===== config.mk =====
export PLATFORM = sky130hd
export DESIGN_NAME = fetch_stage
export DESIGN_NICKNAME = d
export VERILOG_FILES = /design/src/rtl/arch_pkg.sv /design/src/rtl/if_id_reg.sv /design/src/rtl/fetch_stage.sv
export SDC_FILE = /design/constraint.sdc
export NUM_CORES = 1
export LEC_CHECK = 0
export BUFFER_PORTS_ARGS = -buffer_cell sky130_fd_sc_hd__buf_2
export CAP_MARGIN = 20
export CORE_MARGIN = 1.5
export CORE_UTILIZATION = 57
export CTS_BUF_LIST = sky130_fd_sc_hd__clkbuf_4
export DETAILED_ROUTE_END_ITERATION = 10
export MAX_ROUTING_LAYER = met4
export PLACE_DENSITY = 0.83
export SLEW_MARGIN = 20
export SYNTH_ARGS = -nofsm -noshare
export SYNTH_HDL_FRONTEND = slang
export SYNTH_SLANG_ARGS = --single-unit

===== constraint.sdc =====
create_clock -name clk -period 5.25 [get_ports clk]
set_input_delay 0.2625 -clock clk [delete_from_list [all_inputs] [get_ports clk]]
set_output_delay 0.2625 -clock clk [all_outputs]
set_load 0.05 [all_outputs]

===== src/rtl/arch_pkg.sv =====
// Shared architecture definitions for the pipeline front end.
//   ADDR_W_DEF / INSTR_W_DEF : default address and instruction widths
//   NOP_INSTR                : encoding used for pipeline bubbles
//   fetch_state_t            : fetch FSM states
package arch_pkg;

  localparam int unsigned ADDR_W_DEF  = 32;
  localparam int unsigned INSTR_W_DEF = 32;

  localparam logic [31:0] NOP_INSTR = 32'h0000_0000;

  typedef enum logic [1:0] {
    FETCH = 2'd0,
    HOLD  = 2'd1,
    DROP  = 2'd2
  } fetch_state_t;

endpackage


===== src/rtl/if_id_reg.sv =====
// IF/ID pipeline register.
//   clk, rst          : clock, asynchronous active-high reset
//   load              : capture {pc_in, instr_in, valid_in}
//   flush             : insert a bubble {0, NOP, 0}; wins over load
//   pc/instr/valid    : registered IF/ID slot contents
// With neither load nor flush the slot holds its value.
module if_id_reg
  import arch_pkg::*;
#(
  parameter int unsigned ADDR_W  = ADDR_W_DEF,
  parameter int unsigned INSTR_W = INSTR_W_DEF
) (
  input  logic               clk,
  input  logic               rst,
  input  logic               load,
  input  logic               flush,
  input  logic [ADDR_W-1:0]  pc_in,
  input  logic [INSTR_W-1:0] instr_in,
  input  logic               valid_in,
  output logic [ADDR_W-1:0]  pc,
  output logic [INSTR_W-1:0] instr,
  output logic               valid
);

  always_ff @(posedge clk or posedge rst) begin
    if (rst) begin
      pc    <= '0;
      instr <= '0;
      valid <= 1'b0;
    end else if (flush) begin
      pc    <= '0;
      instr <= INSTR_W'(NOP_INSTR);
      valid <= 1'b0;
    end else if (load) begin
      pc    <= pc_in;
      instr <= instr_in;
      valid <= valid_in;
    end
  end

endmodule


===== src/rtl/fetch_stage.sv =====
// IF stage: PC register, instruction-memory request FSM, skid buffer and
// IF/ID pipeline register.
//   clk, rst            : clock, asynchronous active-high reset
//   freeze              : hazard stall; holds PC and IF/ID
//   branch_taken/addr   : EXE redirect; flushes IF/ID, has priority over freeze
//   imem_req/addr       : fetch request (req registered), address stable until ready
//   imem_ready/rdata    : request accepted, rdata valid this cycle
//   if_pc/instr/valid   : IF/ID slot (if_pc = fetch address + 4)
// Optional macro FETCH_PERF_EN adds perf_stall_cnt / perf_fetch_cnt outputs.
module fetch_stage
  import arch_pkg::*;
#(
  parameter int unsigned           ADDR_W   = ADDR_W_DEF,
  parameter int unsigned           INSTR_W  = INSTR_W_DEF,
  parameter logic [ADDR_W-1:0]     RESET_PC = '0
) (
  input  logic               clk,
  input  logic               rst,
  input  logic               freeze,
  input  logic               branch_taken,
  input  logic [ADDR_W-1:0]  branch_addr,
  output logic               imem_req,
  output logic [ADDR_W-1:0]  imem_addr,
  input  logic               imem_ready,
  input  logic [INSTR_W-1:0] imem_rdata,
  output logic [ADDR_W-1:0]  if_pc,
  output logic [INSTR_W-1:0] if_instr,
  output logic               if_valid
`ifdef FETCH_PERF_EN
  ,
  output logic [31:0]        perf_stall_cnt,
  output logic [31:0]        perf_fetch_cnt
`endif
);

  fetch_state_t       state, state_next;
  logic [ADDR_W-1:0]  pc, pc_next;
  logic [ADDR_W-1:0]  drop_addr;
  logic [INSTR_W-1:0] buf_instr;
  logic               buf_valid;
  logic               fire;

  logic               ifid_load, ifid_flush, ifid_from_buf;
  logic               buf_capture, buf_clear, drop_capture;
  logic [INSTR_W-1:0] ifid_instr_in;
  logic               ifid_valid_in;

  // A handshake only completes while a request is actually outstanding.
  assign fire = imem_req & imem_ready;

  // In DROP the PC already points at the branch target, so the abandoned
  // request keeps presenting its own address until memory accepts it.
  assign imem_addr = (state == DROP) ? drop_addr : pc;

  // State register; imem_req is registered from the next state.
  always_ff @(posedge clk or posedge rst) begin
    if (rst) begin
      state    <= FETCH;
      imem_req <= 1'b0;
    end else begin
      state    <= state_next;
      imem_req <= (state_next != HOLD);
    end
  end

  // Next-state logic.
  always_comb begin
    state_next = state;
    unique case (state)
      FETCH: begin
        if (branch_taken) begin
          state_next = (imem_req && !imem_ready) ? DROP : FETCH;
        end else if (fire && freeze) begin
          state_next = HOLD;
        end
      end
      HOLD: begin
        if (branch_taken || !freeze) state_next = FETCH;
      end
      DROP: begin
        if (fire) state_next = FETCH;
      end
      default: state_next = FETCH;
    endcase
  end

  // Output / datapath control.
  always_comb begin
    ifid_load     = 1'b0;
    ifid_flush    = 1'b0;
    ifid_from_buf = 1'b0;
    buf_capture   = 1'b0;
    buf_clear     = 1'b0;
    drop_capture  = 1'b0;
    pc_next       = pc;
    if (branch_taken) begin
      ifid_flush   = 1'b1;
      buf_clear    = 1'b1;
      pc_next      = branch_addr;
      drop_capture = (state == FETCH) && imem_req && !imem_ready;
    end else begin
      unique case (state)
        FETCH: begin
          if (fire && !freeze) begin
            ifid_load = 1'b1;
            pc_next   = pc + ADDR_W'(4);
          end else if (fire && freeze) begin
            buf_capture = 1'b1;
          end else if (!freeze) begin
            ifid_flush = 1'b1;
          end
        end
        HOLD: begin
          if (!freeze) begin
            ifid_load     = 1'b1;
            ifid_from_buf = 1'b1;
            buf_clear     = 1'b1;
            pc_next       = pc + ADDR_W'(4);
          end
        end
        DROP: begin
          if (!freeze) ifid_flush = 1'b1;
        end
        default: ;
      endcase
    end
  end

  always_ff @(posedge clk or posedge rst) begin
    if (rst) begin
      pc        <= RESET_PC;
      drop_addr <= '0;
      buf_instr <= '0;
      buf_valid <= 1'b0;
    end else begin
      pc <= pc_next;
      if (drop_capture) drop_addr <= pc;
      if (buf_capture) begin
        buf_instr <= imem_rdata;
        buf_valid <= 1'b1;
      end else if (buf_clear) begin
        buf_instr <= '0;
        buf_valid <= 1'b0;
      end
    end
  end

  assign ifid_instr_in = ifid_from_buf ? buf_instr : imem_rdata;
  assign ifid_valid_in = ifid_from_buf ? buf_valid : 1'b1;

  if_id_reg #(
    .ADDR_W  (ADDR_W),
    .INSTR_W (INSTR_W)
  ) u_if_id (
    .clk      (clk),
    .rst      (rst),
    .load     (ifid_load),
    .flush    (ifid_flush),
    .pc_in    (pc + ADDR_W'(4)),
    .instr_in (ifid_instr_in),
    .valid_in (ifid_valid_in),
    .pc       (if_pc),
    .instr    (if_instr),
    .valid    (if_valid)
  );

`ifdef FETCH_PERF_EN
  always_ff @(posedge clk or posedge rst) begin
    if (rst) begin
      perf_stall_cnt <= '0;
      perf_fetch_cnt <= '0;
    end else begin
      if (freeze) perf_stall_cnt <= perf_stall_cnt + 32'd1;
      if (ifid_load && ifid_valid_in) perf_fetch_cnt <= perf_fetch_cnt + 32'd1;
    end
  end
`endif

endmodule

==> reports/metrics.cfg <==
[worst_setup_path]
endpoint_kind=primary output
worstPathArrival_ps=2780
required_ps=4990
crit_type=reg2out
cp-start-kind=flip-flop
startpoint=state[1]
cp_top_family=simple AND/OR/NAND/NOR gates
cpPeakStageDelay_ps=680
cp_slowest_cell=and2b_1
cp_max_fo=18
reg2reg_from=state[1]
cp_num_buf_inv=2
path_cells=and2b_1 -> buf_4 -> mux2_2 -> buf_2

[die]
die_h_um=120
die_area_um2=14300
num_rows=42
start_util=0.584
core_um2=13200
dieWidth_um=120
io_pins=167

[cells_and_area]
syn_to_final_growth_pct=23.7
drive_gt1_frac=0.307
fin_nets=984
multi_input_comb_area_um2=3360
n_fill_cell=988
final_util=0.723
seqCellArea_um2=4130
antenna_cells=0

[synthesis]
postSynthCellCount=714
synth_edf_count=0
synth.largest_area_cell=dfrtp_1
ys_seq_area_frac=0.533
ys_ff_latch=165
syn_area_um2=7740
synth.top_cells.by_count=dfrtp_1 (165), nand2_1 (95), o21ai_0 (82)
ys_types=47
synthMostInstantiatedCell=dfrtp_1
ys_warn_count=0
synth.avg_cell_area_um2=10.8
async_flop_share=1.00
yosys.area.top_type_share=0.533
synthTopCellsByArea=dfrtp_1 (53%), mux2_2 (9.3%), o21ai_0 (5.3%)
synth_fp_nets=784
synth_ff_type=dfrtp_1

[cts]
worstSkewPairLatency_ps=540
clock-root-buffer=clkbuf_4
clock-sinks=165
h-tree-depth=4
clockBufferDepth=2
numCtsBuffers=17
cts_resized=0
cts_tree=yes
cts_setup_buffers=0
clkSlewWorstSetupHoldPaths_ps=120

[timing]
slew_violations=0
finalCritPeriodShare=0.580
rsz0062_at_grt=no
period_minus_slack_ps=3050
tightest_slew_ps=1070
skew_ps=16.4
setup_viol=0
slew_headroom=0.286
setup_slack_ps=2200
tns_ps=0
clock.fmax_ghz=0.328
finalHoldViolCount=0

[routing]
via_per_inst=5.65
wire_per_inst_um=17.1
routed_wl_um=18900
drc=0
drt_first_iter_violations=505
ant_nets=0
dr.pass1.iters=5
num_vias=6228

[global_routing]
grt_pass1_wl_um=30500
grt-ovfl-total=0
grt_max_degree=113
grt_pass1_vias=6099
grt.total_usage=0.281
antenna_found_initial=0

[job]
drv_cap=0

[min_path]
hp-start=freeze
hp-class=in2reg

[placed_design]
io_buffers=166
post-dp-hpwl_um=11900
pre_cts_slack_ps=2340
gp_congestion=0.868

[pwr]
leakage_nw=4.35
vdd_ir_drop_max_mv=0.222
p_per_area_nw_per_um2=313

[status]
status=complete, no violations

layout make-up:
| type | count | area share |
|---|---|---|
| Clock buffer | 21 | 0.0165 |
| Clock inverter | 11 | 0.0115 |
| Inverter | 5 | 0.00248 |
| Multi-Input combinational cell | 484 | 0.351 |
| Sequential cell | 165 | 0.431 |
| Tap cell | 176 | 0.0230 |
| Timing Repair Buffer | 241 | 0.165 |
sequential cells by signal (all words and copies together) (netlist names):
name           flops
drop_addr         32
u_if_id.instr     32
u_if_id.valid      1
u_if_id.pc        32
buf_instr         32
buf_valid          1
pc                32
imem_req           1
state              2
cell families after synthesis:
| logic type | share of synthesized area |
|---|---|
| AOI/OAI and AO/OA | 0.118 |
| DFF | 0.533 |
| buffers and inverters | 0.0372 |
| and+or+nand+nor | 0.121 |
| adders and majority gates | 0.00162 |
| xor gates and xnor gates | 0.0509 |
| muxes | 0.138 |
path summary, 6_finish.rpt:
kind	to	cells after the start	slack (ps)
setup / recovery	imem_addr[28]	4	2200
hold / removal	imem_req	2	60
setup reg to reg	pc[29]	3	2740
hold reg to reg	u_if_id.instr[2]	2	490
max in group asynchronous	u_if_id.instr[3]	4	4010
min in group asynchronous	drop_addr[19]	3	230
per-stage QoR:
step | std cells | total power [W] | cell area, um2 | hold WS, ps
detailed placement | 1005 | 0.00226 | 8630 | 466
finish | 1103 | 0.00300 | 9580 | 62.5
global route | 1103 | 0.00314 | 9580 | 30.3
floorplan | 714 | 0.00209 | 7740 | 370
CTS | 1102 | 0.00301 | 9550 | 11.7
global placement | 1005 | 0.00224 | 8630 | 458
worst register-to-register path: cells and delay by family (launching register included):
| family | cells | cell delay, ps |
|---|---|---|
| flip-flops | 1 | 510 |
| AND/OR/NAND/NOR | 3 | 1950 |
layer usage:
layer,vias to the layer above,wire [um],GRT usage
met5,-,0,-
met4,0,557,0.117
met3,46,1030,0.0618
met2,240,8920,0.410
met1,3024,8360,0.385
li1,2918,-,-
repair_timing:
action,in CTS,in global routing
hold buffers,65,0
endpoints found under the hold margin,198,0
endpoints found under the setup margin,0,0
layout by cell type, fill, tap and decap left out, types with 4 or more instances in the layout:
| cell | n |
|---|---|
| buf_2 | 166 |
| dfrtp_1 | 165 |
| nand2_1 | 95 |
| o21ai_0 | 82 |
| dlygate4sd3_1 | 65 |
| mux2_2 | 64 |
| a22o_1 | 38 |
| mux2i_1 | 35 |
| xnor2_1 | 27 |
| nor2_1 | 24 |
| nand3_1 | 21 |
| clkbuf_4 | 21 |
| xor2_1 | 18 |
| nand4_1 | 12 |
| buf_4 | 9 |
| nor3_1 | 7 |
| and3_1 | 5 |
| nor4_1 | 5 |
| a211oi_1 | 5 |
| a311oi_1 | 5 |
| inv_1 | 4 |
| and4_1 | 4 |
power by group:
| part | leakage (nW) | total [W] | switching (W) | internal [W] |
|---|---|---|---|---|
| Combinational | 2.07 | 0.000762 | 0.000486 | 0.000276 |
| Clock | 0.146 | 0.000711 | 0.000414 | 0.000297 |
| Sequential | 2.14 | 0.00152 | 0.000110 | 0.00141 |
| Total | 4.35 | 0.00300 | 0.00101 | 0.00198 |
No activity file was read; power rests on OpenSTA's default activity.
